File: src/rtl/acc_seq_pkg.sv
// Shared types and constants for the accumulator sequencer.
// The divide path is enabled by defining ACC_SEQ_DIV_EN.
package acc_seq_pkg;

    typedef enum logic [2:0] {
        IDLE  = 3'd0,
        CLEAR = 3'd1,
        ADD   = 3'd2,
        SHIFT = 3'd3,
        SUB   = 3'd4,
        FINAL = 3'd5,
        DONE  = 3'd6
    } state_e;

    localparam logic [1:0] SEL_HOLD = 2'b00;
    localparam logic [1:0] SEL_SHR  = 2'b01;
    localparam logic [1:0] SEL_SHL  = 2'b10;
    localparam logic [1:0] SEL_LOAD = 2'b11;

    localparam logic ALU_ADD = 1'b0;
    localparam logic ALU_SUB = 1'b1;

    localparam logic ACC_IN_ALU = 1'b0;

endpackage

File: src/rtl/acc_seq_ctrl_if.sv
// Control/status bundle between the sequencer (master) and the accumulator/ALU side (slave).
// The divide-related signals only carry activity when ACC_SEQ_DIV_EN is defined.
interface acc_seq_ctrl_if #(parameter int N = 4);

    logic         start;
    logic         op_div;
    logic [N-1:0] b_data;
    logic [N-1:0] acc_high_data;
    logic [N-1:0] acc_low_data;
    logic         alu_carry;
    logic         alu_sub;
    logic         acc_high_reset_p;
    logic         acc_in_select;
    logic [1:0]   acc_high_select;
    logic [1:0]   acc_low_select;
    logic         fill_value;
    logic         busy;
    logic         done;
    logic         div_zero;

    modport master (
        input  start, op_div, b_data, acc_high_data, acc_low_data, alu_carry,
        output alu_sub, acc_high_reset_p, acc_in_select, acc_high_select,
               acc_low_select, fill_value, busy, done, div_zero
    );

    modport slave (
        output start, op_div, b_data, acc_high_data, acc_low_data, alu_carry,
        input  alu_sub, acc_high_reset_p, acc_in_select, acc_high_select,
               acc_low_select, fill_value, busy, done, div_zero
    );

endinterface

File: src/rtl/acc_seq_ctrl.sv
// Shift-and-add multiply / restoring divide sequencer for the accumulator + ALU pair.
// Divide path, FINAL state and div_zero exist only when ACC_SEQ_DIV_EN is defined.
//
// state | meaning
// IDLE  | waiting for start
// CLEAR | clear accumulator high half, reset counter and flags
// ADD   | multiply: load high with high+b when multiplier LSB is set
// SHIFT | shift right (multiply) or left (divide), count one iteration
// SUB   | divide: load high with high-b when no borrow, record quotient bit
// FINAL | divide: last left shift of low half, pushes out the dummy bit
// DONE  | one-cycle completion pulse
module acc_seq_ctrl
    import acc_seq_pkg::*;
#(
    parameter int N = 4
) (
    input  logic            clk,
    input  logic            reset_n,
    acc_seq_ctrl_if.master  bus
);

    localparam int CW = $clog2(N) + 1;
    localparam logic [CW-1:0] CNT_LAST = CW'(N);
    localparam logic [CW-1:0] CNT_PRE  = CW'(N - 1);

    localparam logic [2:0] ST_IDLE  = IDLE;
    localparam logic [2:0] ST_CLEAR = CLEAR;
    localparam logic [2:0] ST_ADD   = ADD;
    localparam logic [2:0] ST_SHIFT = SHIFT;
    localparam logic [2:0] ST_SUB   = SUB;
    localparam logic [2:0] ST_FINAL = FINAL;
    localparam logic [2:0] ST_DONE  = DONE;

    logic [2:0]    state_q, state_d;
    logic [CW-1:0] cnt_q, cnt_d;
    logic          carry_q, carry_d;
    logic          qbit_q, qbit_d;
    logic          op_div_q, op_div_d;

    logic          alu_sub_c, high_reset_c, fill_c, busy_c, done_c;
    logic [1:0]    high_sel_c, low_sel_c;

`ifdef ACC_SEQ_DIV_EN
    logic          div_zero_q, div_zero_d;
`endif

    always_comb begin
        state_d      = state_q;
        cnt_d        = cnt_q;
        carry_d      = carry_q;
        qbit_d       = qbit_q;
        op_div_d     = op_div_q;
`ifdef ACC_SEQ_DIV_EN
        div_zero_d   = div_zero_q;
`endif
        alu_sub_c    = ALU_ADD;
        high_reset_c = 1'b0;
        fill_c       = 1'b0;
        busy_c       = 1'b0;
        done_c       = 1'b0;
        high_sel_c   = SEL_HOLD;
        low_sel_c    = SEL_HOLD;

        case (state_q)
            ST_IDLE: begin
`ifdef ACC_SEQ_DIV_EN
                if (bus.start) begin
                    div_zero_d = 1'b0;
                    op_div_d   = bus.op_div;
                    // A zero divisor finishes immediately and leaves the accumulator alone
                    if (bus.op_div && (bus.b_data == '0)) begin
                        div_zero_d = 1'b1;
                        state_d    = ST_DONE;
                    end else begin
                        state_d    = ST_CLEAR;
                    end
                end
`else
                if (bus.start && !bus.op_div) begin
                    op_div_d = 1'b0;
                    state_d  = ST_CLEAR;
                end
`endif
            end
            ST_CLEAR: begin
                busy_c       = 1'b1;
                high_reset_c = 1'b1;
                carry_d      = 1'b0;
                qbit_d       = 1'b0;
                cnt_d        = '0;
                state_d      = op_div_q ? ST_SHIFT : ST_ADD;
            end
            ST_ADD: begin
                busy_c = 1'b1;
                if (bus.acc_low_data[0]) begin
                    high_sel_c = SEL_LOAD;
                    carry_d    = bus.alu_carry;
                end else begin
                    carry_d    = 1'b0;
                end
                state_d = ST_SHIFT;
            end
            ST_SHIFT: begin
                busy_c = 1'b1;
                cnt_d  = cnt_q + 1'b1;
                if (op_div_q) begin
                    high_sel_c = SEL_SHL;
                    low_sel_c  = SEL_SHL;
                    fill_c     = qbit_q;
                    state_d    = ST_SUB;
                end else begin
                    high_sel_c = SEL_SHR;
                    low_sel_c  = SEL_SHR;
                    fill_c     = carry_q;
                    state_d    = (cnt_q == CNT_PRE) ? ST_DONE : ST_ADD;
                end
            end
`ifdef ACC_SEQ_DIV_EN
            ST_SUB: begin
                busy_c    = 1'b1;
                alu_sub_c = ALU_SUB;
                if (bus.alu_carry) begin
                    high_sel_c = SEL_LOAD;
                    qbit_d     = 1'b1;
                end else begin
                    qbit_d     = 1'b0;
                end
                state_d = (cnt_q == CNT_LAST) ? ST_FINAL : ST_SHIFT;
            end
            ST_FINAL: begin
                busy_c    = 1'b1;
                low_sel_c = SEL_SHL;
                fill_c    = qbit_q;
                state_d   = ST_DONE;
            end
`endif
            ST_DONE: begin
                done_c  = 1'b1;
                state_d = ST_IDLE;
            end
            default: state_d = ST_IDLE;
        endcase
    end

    always_ff @(posedge clk or negedge reset_n) begin
        if (!reset_n) begin
            state_q  <= ST_IDLE;
            cnt_q    <= '0;
            carry_q  <= 1'b0;
            qbit_q   <= 1'b0;
            op_div_q <= 1'b0;
        end else begin
            state_q  <= state_d;
            cnt_q    <= cnt_d;
            carry_q  <= carry_d;
            qbit_q   <= qbit_d;
            op_div_q <= op_div_d;
        end
    end

`ifdef ACC_SEQ_DIV_EN
    always_ff @(posedge clk or negedge reset_n) begin
        if (!reset_n) div_zero_q <= 1'b0;
        else          div_zero_q <= div_zero_d;
    end
    assign bus.div_zero = div_zero_q;
`else
    assign bus.div_zero = 1'b0;
`endif

    assign bus.alu_sub          = alu_sub_c;
    assign bus.acc_high_reset_p = high_reset_c;
    assign bus.acc_in_select    = ACC_IN_ALU;
    assign bus.acc_high_select  = high_sel_c;
    assign bus.acc_low_select   = low_sel_c;
    assign bus.fill_value       = fill_c;
    assign bus.busy             = busy_c;
    assign bus.done             = done_c;

endmodule
File: src/flat_wrapper.sv
// flat-port wrapper written by rule: the top's interface ports become plain ports
module acc_seq_ctrl_flat import acc_seq_pkg::*;
#(
    parameter int N = 4
)
  (clk, reset_n, bus_start, bus_op_div, bus_b_data, bus_acc_high_data, bus_acc_low_data, bus_alu_carry, bus_alu_sub, bus_acc_high_reset_p, bus_acc_in_select, bus_acc_high_select, bus_acc_low_select, bus_fill_value, bus_busy, bus_done, bus_div_zero);
  acc_seq_ctrl_if #(.N(N)) bus_i ();
  input  logic clk;
  input  logic reset_n;
  input wire logic [$bits(bus_i.start)-1:0] bus_start;
  input wire logic [$bits(bus_i.op_div)-1:0] bus_op_div;
  input wire logic [$bits(bus_i.b_data)-1:0] bus_b_data;
  input wire logic [$bits(bus_i.acc_high_data)-1:0] bus_acc_high_data;
  input wire logic [$bits(bus_i.acc_low_data)-1:0] bus_acc_low_data;
  input wire logic [$bits(bus_i.alu_carry)-1:0] bus_alu_carry;
  output wire logic [$bits(bus_i.alu_sub)-1:0] bus_alu_sub;
  output wire logic [$bits(bus_i.acc_high_reset_p)-1:0] bus_acc_high_reset_p;
  output wire logic [$bits(bus_i.acc_in_select)-1:0] bus_acc_in_select;
  output wire logic [$bits(bus_i.acc_high_select)-1:0] bus_acc_high_select;
  output wire logic [$bits(bus_i.acc_low_select)-1:0] bus_acc_low_select;
  output wire logic [$bits(bus_i.fill_value)-1:0] bus_fill_value;
  output wire logic [$bits(bus_i.busy)-1:0] bus_busy;
  output wire logic [$bits(bus_i.done)-1:0] bus_done;
  output wire logic [$bits(bus_i.div_zero)-1:0] bus_div_zero;
  assign bus_i.start = bus_start;
  assign bus_i.op_div = bus_op_div;
  assign bus_i.b_data = bus_b_data;
  assign bus_i.acc_high_data = bus_acc_high_data;
  assign bus_i.acc_low_data = bus_acc_low_data;
  assign bus_i.alu_carry = bus_alu_carry;
  assign bus_alu_sub = bus_i.alu_sub;
  assign bus_acc_high_reset_p = bus_i.acc_high_reset_p;
  assign bus_acc_in_select = bus_i.acc_in_select;
  assign bus_acc_high_select = bus_i.acc_high_select;
  assign bus_acc_low_select = bus_i.acc_low_select;
  assign bus_fill_value = bus_i.fill_value;
  assign bus_busy = bus_i.busy;
  assign bus_done = bus_i.done;
  assign bus_div_zero = bus_i.div_zero;
  acc_seq_ctrl #(.N(N)) u_core (.clk(clk), .reset_n(reset_n), .bus(bus_i));
endmodule
File: config.mk
export PLATFORM = sky130hd
export DESIGN_NAME = acc_seq_ctrl_flat
export DESIGN_NICKNAME = d
export VERILOG_FILES = /design/src/rtl/acc_seq_pkg.sv /design/src/rtl/acc_seq_ctrl_if.sv /design/src/rtl/acc_seq_ctrl.sv /design/src/flat_wrapper.sv
export SDC_FILE = /design/constraint.sdc
export NUM_CORES = 1
export LEC_CHECK = 0
export ABC_CLOCK_PERIOD_IN_PS = 1150
export CAP_MARGIN = 10
export CORE_UTILIZATION = 30
export DETAILED_ROUTE_END_ITERATION = 7
export PLACE_DENSITY_LB_ADDON = 0.15
export SYNTH_ARGS = -nofsm -noshare
export SYNTH_HDL_FRONTEND = slang
export SYNTH_SLANG_ARGS = --single-unit
File: constraint.sdc
create_clock -name clk -period 1.15 [get_ports clk]
set_clock_uncertainty 0.05 [all_clocks]
set_input_delay 0.23 -clock clk [delete_from_list [all_inputs] [get_ports clk]]
set_output_delay 0.23 -clock clk [all_outputs]
set_load 0.005 [all_outputs]
# Word level (Yosys, flattened, before mapping)
# Cells that the tools add are included.
# W data, S select, Z words.
[op_classes] add_sub_neg=1 eq_ne=6 muxes=13 n_reduce_logical=6
[ops] op="$pmux W3 S4" n=1
[ops] op="$eq A3 B2 Y1 const B" n=3
[ops] op="$mux W1" n=6
[ops] op="$mux W3" n=2
[ops] op="$pmux W3 S2" n=1
[ops] op="$pmux W2 S2" n=1
[ops] op="$reduce_bool A2 Y1" n=2
[ops] op="$add A3 B1 Y3 const B" n=1
[ops] op="$eq A3 B1 Y1 const B" n=1
[ops] op="$eq A3 B3 Y1 const B" n=1
[ops] op="$logic_not A3 Y1" n=1
[ops] op="$reduce_or A3 Y1" n=1
[ops] op="$mux W2" n=1
[ops] op="$ne A2 B1 Y1 const B" n=1
[ops] op="$pmux W1 S2" n=1
[ops] op="$logic_and A1 B1 Y1" n=1
[ops] op="$logic_not A1 Y1" n=1
[word_totals] reg_bits=7 in_bits=17 out_inout_bits=11 elab_cells=29

# Logic depth before layout (Yosys ltp)
# Gate-level depths: netlist of run 1.
[depth] word_depth=4 ltp_mapped=4 mapped_depth_nobuf=4

# Least setup slack after synthesis of run 1
# OpenSTA, ideal clock, no wires.
[synth_path] kind="reg2reg" startpoint="register u_core.cnt_q[0]" endpoint="register u_core.cnt_q[2]" setup_time_ns=0.083 t_arrival_ns=1.000 t_required_ns=1.017 path_slack_ns=0.017 stages_incl_launch_ff=5 path_buffers=0 period_less_slack_ns=1.133 cell_sequence="dfrtp_1 > ha_1 > ha_1 > nand3b_1 > o21ai_0"
[synth_via] elab_chain_cells=2
[synth_rtl] element="from (decl)" line="acc_seq_ctrl.sv:35" text="logic [CW-1:0] cnt_q, cnt_d;"
[synth_rtl] element="from (signal assigned)" line="acc_seq_ctrl.sv:154" text="cnt_q <= cnt_d;"
[synth_rtl] element="$add A3 B1 Y3" line="acc_seq_ctrl.sv:105" text="cnt_d = cnt_q + 1'b1;"
[synth_rtl] element="$pmux W3 S2" line="acc_seq_ctrl.sv:64" text="case (state_q)"
# Every way passes these cells.
# A chain may end at the register's enable or synchronous reset.

# Worst setup path after layout of run 1
[layout_path] startpoint="register u_core.state_q[0]" endpoint="output bus_fill_value"
[layout_via] elab_chain_cells=2
[layout_rtl] element="from (decl)" line="acc_seq_ctrl.sv:34" text="logic [2:0] state_q, state_d;"
[layout_rtl] element="from (signal assigned)" line="acc_seq_ctrl.sv:153" text="state_q <= state_d;"
[layout_rtl] element="$eq A3 B2 Y1" line="acc_seq_ctrl.sv:64"
[layout_rtl] element="$mux W1" line="acc_seq_ctrl.sv:64"
[layout_rtl] element="to (decl)" line="flat_wrapper.sv:21" text="output wire logic [$bits(bus_i.fill_value)-1:0] bus_fill_value;"
# Every way passes these cells.

==> results.txt, run 1 <==
Hold/Removal Path Class: input pin to async pin
Width of the die: 39.7 um
Num ports: 28
Synth warn: 0
First-pass GRT wire length: 1560 um
Worst IR Drop VDD: 1530 uV
Pins Over Slew Limit: 0
Ys async rst share: 100%
Area leader, netlist: dfrtp_1
Mean routed wirelength per cell: 10.1 um
Crit path max fanout: 5
Max Clk Rate: 674 MHz
Core area: 1320 um^2
All-Layer GR Usage: 15.0%
Site row count: 13
Synth Area in Adders: 5.87%
Largest cells by area after synthesis: dfrtp_1 41%, buf_4 7.0%, ha_1 5.9%
Critical path class: flop to output pin
GR Util met2: 22.5%
Sequential share of the synthesized area: 41.1%
Post-synthesis instance total: 44
Final wirelength: 948 um
DP HPWL: 634 um
RSZ-0062 raised after global routing: true
ANT cells: 0
Failing checks: negative setup slack
Total power: 2.01 mW
Die Ht: 39.7 um
Nets: 99
DRC: 0
Compound-gate portion of the synthesized area: 5.87%
Clock buffer depth: 2
Final hold slack: 193 ps
Max-cap violations: 0
P&R area growth vs syn: 79.8%
H-tree Lvls: 1
Critical Path RT: 870 ps
CTS sink cnt: 7
Die ar.: 1580 um^2
Syn avg cell area: 9.70 um^2
Final hold viol count: 0
Xor/xnor share of the synthesized area: 0%
Top Usage Layer GRT: met2
Share of synthesized area spent on multiplexers: 2.64%
Layout cells sized above 1: 58.2%
Status: finished, violations left
Post-synth top area share: 41.1%
Vias: 412
CTS Hold Bufs: 0
LEAKAGE: 0.385 nW
Met3 Track Usage GR: 3.41%
Root buffer cell: clkbuf_4
Setup-failing EPs final: 11
Drt pass-1 iters: 4
Fin crit share: 129%
Worst Reg-to-Reg Cells: 5
Crit path time final: 1480 ps
Total gr overflow: 0
Routability cong.: 0.685
Antenna-violating nets left: 0
Dominant synthesized flop cell: dfrtp_1
Largest net degree at the start of global routing: 8
Synthesized area: 427 um^2
Initial antenna violation count: 0
TritonCTS buffer count: 3
Starting Density: 32.4%
GR Util met1: 19.7%
Vias per cell: 4.38
Vias in the first global route: 366
CP endpoint kind: output pin
Number of I/O port buffers: 12
Worst setup margin: -334 ps
Synth Area in Simple Gates: 28.7%
Synth unique cells: 23
Seq cells post-synth: 7
Largest family of logic cells by synthesized area: simple AND/OR/NAND/NOR gates
Clock Latency Late Sink: 250 ps
Startpoint types: flop
Clk slew on worst S/H paths: 50 ps
TritonCTS clock tree: built
CP Data Arrival Time: 1200 ps
Pwr Density: 2620 nW/um^2
DR iter-0 viols: 5
Post-synth EDFFs: 0
==> power by group <==
group,leakage (nW),internal (mW),switching [mW]
clock,0.0150,0.132,0.0913
sequential,0.0825,0.363,0.103
combinational,0.287,0.841,0.483
total,0.385,1.34,0.677
==> layout make-up <==
type | count | area (um^2)
Fill cell | 121 | 551
Timing Repair Buffer | 34 | 292
Multi-Input combinational cell | 31 | 241
Sequential cell | 7 | 178
Clock buffer | 4 | 26.3
Tap cell | 15 | 18.8
Inverter | 3 | 11.3
==> layout by cell type (no fill, tap or decap), types with 2 or more instances in the layout <==
cell type / instances
nor2_1: 2
nand2_1: 2
nor2_2: 2
dfrtp_2: 2
and3_1: 2
buf_2: 7
nor3_1: 2
conb_1: 4
buf_6: 11
inv_1: 2
a21oi_1: 2
clkbuf_4: 3
nor2_4: 2
clkdlybuf4s50_1: 5
o21ai_1: 2
buf_4: 11
dfrtp_1: 5
==> through the flow <==
stage                     instances  area (um^2)  setup slack, ps  TNS, ps  util [%]
final                            94          767             -334    -2240      58.2
after global routing             94          767             -387    -2710      58.2
after CTS                        90          704             -332    -2020      53.5
after detailed placement         79          607             -561    -3360      46.1
after global placement           79          607             -552    -3260      46.1
after floorplan                  47          438             17.0        0         -
==> worst max-delay path, cell delays in order (launching register included) <==
cell     delay (ps)
dfrtp_2         460
buf_6           140
nor2b_4         110
and3_1          130
buf_2           120
==> synth_stat cells (2+ instances only) <==
cell and count:
and3_1 2, buf_4 4, o21ai_0 2, nor3_1 2, a21oi_1 2, inv_1 2, dfrtp_1 7, nor2_1 5
buf_6 2, nand2_1 2, ha_1 2
==> metal layers <==
metal | part of all wire [%] | up-vias
li1 | - | 212
met1 | 49 | 185
met5 | 0 | -
met4 | 0 | 0
met3 | 7.1 | 0
met2 | 44 | 15
==> repair_timing <==
action / CTS / global route
gates resized for setup: 42 / 9
pin swaps: 6 / 2
setup endpoints to repair: 10 / 11
setup buffers: 8 / 4
==> registers in the layout, indices dropped and copies added, names as in the netlist <==
| name | flops |
|---|---|
| u_core.carry_q | 1 |
| u_core.state_q | 3 |
| u_core.cnt_q | 3 |
==> cells by family after synthesis <==
kind of cell             count (synthesis)
adder cells (fa/ha/maj)                  2
other                                    1
flip-flops                               7
AND/OR/NAND/NOR                         19
buffers and inverters                    9
AO/OA/AOI/OAI                            5
multiplexers                             1
==> final timing paths <==
path	slack, ps	endpoint	start
max	-330	bus_fill_value	u_core.state_q[0]
min	190	u_core.state_q[1]	reset_n
max reg2reg	-150	u_core.carry_q	u_core.state_q[0]
min reg2reg	520	u_core.cnt_q[2]	u_core.cnt_q[2]
max in group asynchronous	600	u_core.state_q[0]	reset_n
min in group clk	520	u_core.cnt_q[2]	u_core.cnt_q[2]
Note: power is estimated with default switching activity, not from simulation.
==> inputs of run 2 (changes only) <==
--- a/config.mk
+++ b/config.mk
@@ -5,10 +5,12 @@
 export SDC_FILE = /design/constraint.sdc
 export NUM_CORES = 1
 export LEC_CHECK = 0
-export ABC_CLOCK_PERIOD_IN_PS = 1150
+export ABC_CLOCK_PERIOD_IN_PS = 1900
 export CAP_MARGIN = 10
-export CORE_UTILIZATION = 30
+export CORE_AREA = 2 2 39 41
 export DETAILED_ROUTE_END_ITERATION = 7
+export DIE_AREA = 0 0 41 43
+export MAX_ROUTING_LAYER = met4
 export PLACE_DENSITY_LB_ADDON = 0.15
 export SYNTH_ARGS = -nofsm -noshare
 export SYNTH_HDL_FRONTEND = slang
==> constraint.sdc (replaced) <==
create_clock -name clk -period 1.9 [get_ports clk]
set_clock_uncertainty 0.05 [all_clocks]
set_input_delay 0.38 -clock clk [delete_from_list [all_inputs] [get_ports clk]]
set_output_delay 0.38 -clock clk [all_outputs]
set_load 0.005 [all_outputs]
==> run 2 against run 1 <==
  * Total power fell by 52%
  * Combinational power fell by 57%
  * Global-route usage fell by 2.6 points
  * Largest cell class is now multi-input combinational cells
  * Critical path type unchanged
  * Count of clock-buffer cells in the layout did not move
  * Critical endpoint is now bus_done
  * Sequential power fell by 42%
  * The run now ends clean
  * Core utilization fell by 11 points
==> results.txt, run 2 (same netlist as run 1, synthesis figures left out) <==
Status: completed
Fillcell total: 138 (+14%)
Leading cell type in the layout, fill and taps excluded: buf_4
DR iter-0 viols: 4 (-1)
Critical path class: flop to output pin
Clk slew on worst S/H paths: 50 ps (about the same)
Core area: 1380 um^2 (+5.0%)
Total gr overflow: 0 (unchanged)
Max Clk Rate: 541 MHz
First-pass GRT wire length: 1410 um (-9.3%)
Die ar.: 1760 um^2 (+12%)
Nets: 88 (-11%)
Final hold slack: 343 ps (+150 ps)
ANT cells: 0 (unchanged)
DP HPWL: 589 um (-7.2%)
P&R area growth vs syn: 52.2%
Worst IR Drop VDD: 664 uV (-56%)
Setup TNS: 0 ps (+2240 ps)
Vias per cell: 4.43 (+1.0%)
Crit path time final: 1850 ps
Width of the die: 41 um (+3.2%)
Die Ht: 43 um (+8.3%)
LEAKAGE: 0.325 nW (-15%)
CP Data Arrival Time: 1420 ps (+220 ps)
Total power: 0.974 mW (-52%)
Drt pass-1 iters: 4 (unchanged)
Final core utilization: 46.9% (-11 points)
Initial antenna violation count: 0 (unchanged)
Number of I/O port buffers: 12 (unchanged)
Critical Path RT: 1470 ps (+600 ps)
Critical path cell sequence: nor3b_1, clkdlybuf4s50_1
Critical Path Max Stage Delay: 530 ps (+70 ps)
Routability cong.: 0.719 (+5.0%)
Post-Layout Cell Count: 84 (-11%)
Mean routed wirelength per cell: 10.8 um (+6.6%)
Vias in the first global route: 337 (-7.9%)
Crit path max fanout: 4 (-1)
Max-cap violations: 0 (unchanged)
Clock buffer depth: 2 (unchanged)
Largest regs: u_core.cnt_q: 3 flops, u_core.state_q: 3 flops, u_core.carry_q: 1 flops
Fin crit share: 97.3%
Antenna-violating nets left: 0 (unchanged)
H-tree Lvls: 1 (unchanged)
CP endpoint kind: output pin
Most frequent cells in the layout: 10 x buf_4, 6 x clkdlybuf4s50_1, 6 x dfrtp_1
All-Layer GR Usage: 12.5% (-2.6 points)
Worst Reg-to-Reg Cells: 5 (unchanged)
Pins Over Slew Limit: 0 (unchanged)
Setup-failing EPs final: 0 (-11)
Clock Latency Late Sink: 250 ps (about the same)
Dpl cells: 72 (-8.9%)
Startpoint types: flop
Starting Density: 30.8% (-1.6 points)
Final hold viol count: 0 (unchanged)
DRC: 0 (unchanged)
Num ports: 28 (unchanged)
Site row count: 14 (+1)
Pre-CTS setup slack: -126 ps (+435 ps)
Largest net degree at the start of global routing: 8 (unchanged)
Root buffer cell: clkbuf_4
Final wirelength: 903 um (-4.7%)
Cell area after layout: 649 um^2 (-15%)
Pwr Density: 1500 nW/um^2 (-43%)
Vias: 372 (-9.7%)
Placed inst area: 548 um^2 (-9.7%)
CTS sink cnt: 7 (unchanged)
Slowest cell on crit path: clkdlybuf4s50_1
TritonCTS clock tree: built
Layout cells sized above 1: 32.4% (-26 points)
Worst setup margin: 51.5 ps (+385 ps)
TritonCTS buffer count: 3 (unchanged)
Hold/Removal Path Class: input pin to async pin
run 2: where the power goes:
group	total [mW]	switching (mW)	internal [mW]
Sequential	0.270	0.0520	0.218
Combinational	0.572	0.237	0.335
Clock	0.132	0.0521	0.0799
run 2: repair_timing:
action                                 in CTS  in global routing
buffers inserted                            6                  2
endpoints found under the hold margin       0                  0
resized for setup                           9                  3
pin swaps                                   0                  0
hold buffers                                0                  0
setup endpoints to repair                   7                  2
run 2: routing by layer:
layer / vias up / global-route usage [%] / wire length [um] / share of wire, %
met5: - / - / 0 / 0
met4: 0 / 6.00 / 17 / 1.9
met3: 4 / 6.28 / 33 / 3.7
met2: 6 / 15.3 / 423 / 47
met1: 174 / 16.6 / 428 / 47
li1: 188 / - / - / -
run 2: worst max-delay path, delay by kind of cell, from the launching register on:
family / cells / cell delay (ps)
buf+inv: 1 / 530
flops: 1 / 430
simple gates: 1 / 210
run 2: path summary, 6_finish.rpt:
check / slack (ps) / from / endpoint
min: 340 / reset_n / u_core.cnt_q[1]
max reg2reg: 610 / u_core.state_q[0] / u_core.carry_q
min reg2reg: 420 / u_core.cnt_q[1] / u_core.cnt_q[1]
max in group asynchronous: 1190 / reset_n / u_core.state_q[2]
min in group clk: 420 / u_core.cnt_q[1] / u_core.cnt_q[1]
max: 50 / u_core.state_q[0] / bus_done
run 2: area by class of cell:
type                    instances  area, um^2  share of cell area [%]
multi-input cells              31         211                    32.6
repair buffers                 23         204                    31.4
flip-flops and latches          7         176                    27.2
clock buffers                   4        26.3                    4.05
well taps                      16        20.0                    3.08
inverters                       3        11.3                    1.73
==> inputs of run 3 (changes only) <==
--- a/config.mk
+++ b/config.mk
@@ -7,11 +7,11 @@
 export LEC_CHECK = 0
 export ABC_CLOCK_PERIOD_IN_PS = 1900
 export CAP_MARGIN = 10
-export CORE_AREA = 2 2 39 41
+export CORE_AREA = 3 3 40 42
 export DETAILED_ROUTE_END_ITERATION = 7
-export DIE_AREA = 0 0 41 43
+export DIE_AREA = 0 0 43 45
 export MAX_ROUTING_LAYER = met4
-export PLACE_DENSITY_LB_ADDON = 0.15
+export PLACE_DENSITY = 0.74
 export SYNTH_ARGS = -nofsm -noshare
 export SYNTH_HDL_FRONTEND = slang
 export SYNTH_SLANG_ARGS = --single-unit
==> run 3 against run 2 <==
  * Final cell count is 7.1% lower
  * First-iteration DRC count is 25% higher
  * Flip-flop and latch count stayed put
  * Sequential share of layout area is 2.3 points higher
  * Critical endpoint is now bus_fill_value
  * Register-to-register slack better by 100 ps
  * Total power is 12% lower
  * Maximum frequency is 2.9% higher
==> results.txt, run 3 (same netlist as run 1, synthesis figures left out) <==
Status: completed
Worst IR Drop VDD: 656 uV (-1.2%)
Final core utilization: 46.6% (-0.29 points)
Fillcell total: 133 (-3.6%)
Die ar.: 1940 um^2 (+9.8%)
ANT cells: 0 (unchanged)
CP Data Arrival Time: 1370 ps (-50 ps)
Critical path class: flop to output pin
Final hold viol count: 0 (unchanged)
Mean routed wirelength per cell: 10.7 um (-0.66%)
Core area: 1280 um^2 (-7.1%)
Width of the die: 43 um (+4.9%)
Die Ht: 45 um (+4.7%)
Clock buffer depth: 2 (unchanged)
Nets: 83 (-5.7%)
First-pass GRT wire length: 1330 um (-5.9%)
Vias per cell: 4.45 (+0.45%)
Root buffer cell: clkbuf_4
CTS sink cnt: 7 (unchanged)
H-tree Lvls: 1 (unchanged)
Most frequent cells in the layout: 6 x dlygate4sd2_1, 6 x buf_4, 6 x dfrtp_1
Vias: 347 (-6.7%)
TritonCTS clock tree: built
Fin crit share: 94.5% (-2.7 points)
Pwr Density: 1440 nW/um^2 (-4.2%)
Crit path max fanout: 6 (+2)
Total gr overflow: 0 (unchanged)
DRC: 0 (unchanged)
Max-cap violations: 0 (unchanged)
Drt pass-1 iters: 4 (unchanged)
Clk slew on worst S/H paths: 50 ps (about the same)
Max Clk Rate: 557 MHz (+2.9%)
Layout cells sized above 1: 27.0% (-5.4 points)
Crit path time final: 1800 ps (-52.1 ps)
Number of I/O port buffers: 12 (unchanged)
DP HPWL: 645 um (+9.6%)
Final wirelength: 833 um (-7.8%)
CP endpoint kind: output pin
Total power: 0.862 mW (-12%)
Site row count: 13 (-1)
Antenna-violating nets left: 0 (unchanged)
Startpoint types: flop
Pins Over Slew Limit: 0 (unchanged)
TritonCTS buffer count: 3 (unchanged)
Largest regs: u_core.cnt_q: 3 flops, u_core.state_q: 3 flops, u_core.carry_q: 1 flops
Critical Path RT: 1470 ps (about the same)
Vias in the first global route: 305 (-9.5%)
Routability cong.: 0.772 (+7.4%)
RSZ-0062 raised after global routing: false
LEAKAGE: 0.305 nW (-6.1%)
Initial antenna violation count: 0 (unchanged)
Setup-failing EPs final: 0 (unchanged)
Hold/Removal Path Class: input pin to async pin
Starting Density: 33.2% (+2.4 points)
Largest net degree at the start of global routing: 9 (+1)
P&R area growth vs syn: 40.5%
Num ports: 28 (unchanged)
All-Layer GR Usage: 10.4% (-2.0 points)
DR iter-0 viols: 5 (+1)
Clock Latency Late Sink: 250 ps (about the same)
run 3: cell types whose count changed in the layout (fill, tap and decap cells not counted):
| cell | previous run | this run |
|---|---|---|
| buf_4 | 10 | 6 |
| buf_6 | 1 | 0 |
| clkdlybuf4s15_1 | 1 | 0 |
| clkdlybuf4s50_1 | 6 | 5 |
| dlygate4sd2_1 | 4 | 6 |
| nor2_2 | 1 | 2 |
| nor2_4 | 1 | 0 |
run 3: report_power, final:
part,total [mW],switching (mW),internal [mW]
logic,0.468,0.211,0.257
clock network,0.133,0.0530,0.0800
registers,0.260,0.0428,0.218
total,0.862,0.307,0.555
run 3: what timing repair did:
item,in CTS,in global routing
setup buffers,2,2
endpoints found under the setup margin,7,1
resized for setup,9,1
hold buffers,0,0
run 3: layout make-up:
| class | instances | area, um^2 | area share, % |
|---|---|---|---|
| tap | 15 | 18.8 | 3.13 |
| timing repair buffer | 18 | 160 | 26.7 |
| clock buffer | 4 | 26.3 | 4.38 |
| sequential | 7 | 176 | 29.4 |
| multi-input combinational | 31 | 206 | 34.4 |
| inverter | 3 | 11.3 | 1.88 |
run 3: layer usage:
layer | vias up | track usage (%) | share of wire, %
met5 | - | - | 0
met4 | 0 | 9.04 | 1.2
met3 | 2 | 4.78 | 4.4
met2 | 8 | 13.5 | 52
met1 | 162 | 12.0 | 42
li1 | 175 | - | -
run 3: worst max-delay path, cell delays in order, from the launching register on:
cell and delay [ps]:
dfrtp_2 440, buf_4 150, nor2b_4 130, and3_1 170
dlygate4sd2_1 230
run 3: final timing paths:
path | slack [ps] | startpoint | endpoint | cells past startpoint
setup / recovery | 100 | u_core.state_q[2] | bus_fill_value | 4
hold / removal | 330 | reset_n | u_core.carry_q | 1
setup reg to reg | 710 | u_core.cnt_q[0] | u_core.cnt_q[2] | 4
hold reg to reg | 420 | u_core.cnt_q[1] | u_core.cnt_q[1] | 2
max in group asynchronous | 1210 | reset_n | u_core.state_q[2] | 1
min in group clk | 420 | u_core.cnt_q[1] | u_core.cnt_q[1] | 2
run 3: per-stage QoR:
| stage | cell area [um^2] | hold slack [ps] | TNS, ps | cells | setup slack (ps) |
|---|---|---|---|---|---|
| floorplan | 438 | 34.4 | 0 | 47 | 644 |
| global placement | 539 | 403 | -210 | 70 | -121 |
| detailed placement | 539 | 413 | -277 | 70 | -179 |
| CTS | 582 | 334 | -2.49 | 76 | -2.49 |
| global route | 599 | 345 | 0 | 78 | 30.5 |
| finish | 599 | 332 | 0 | 78 | 104 |
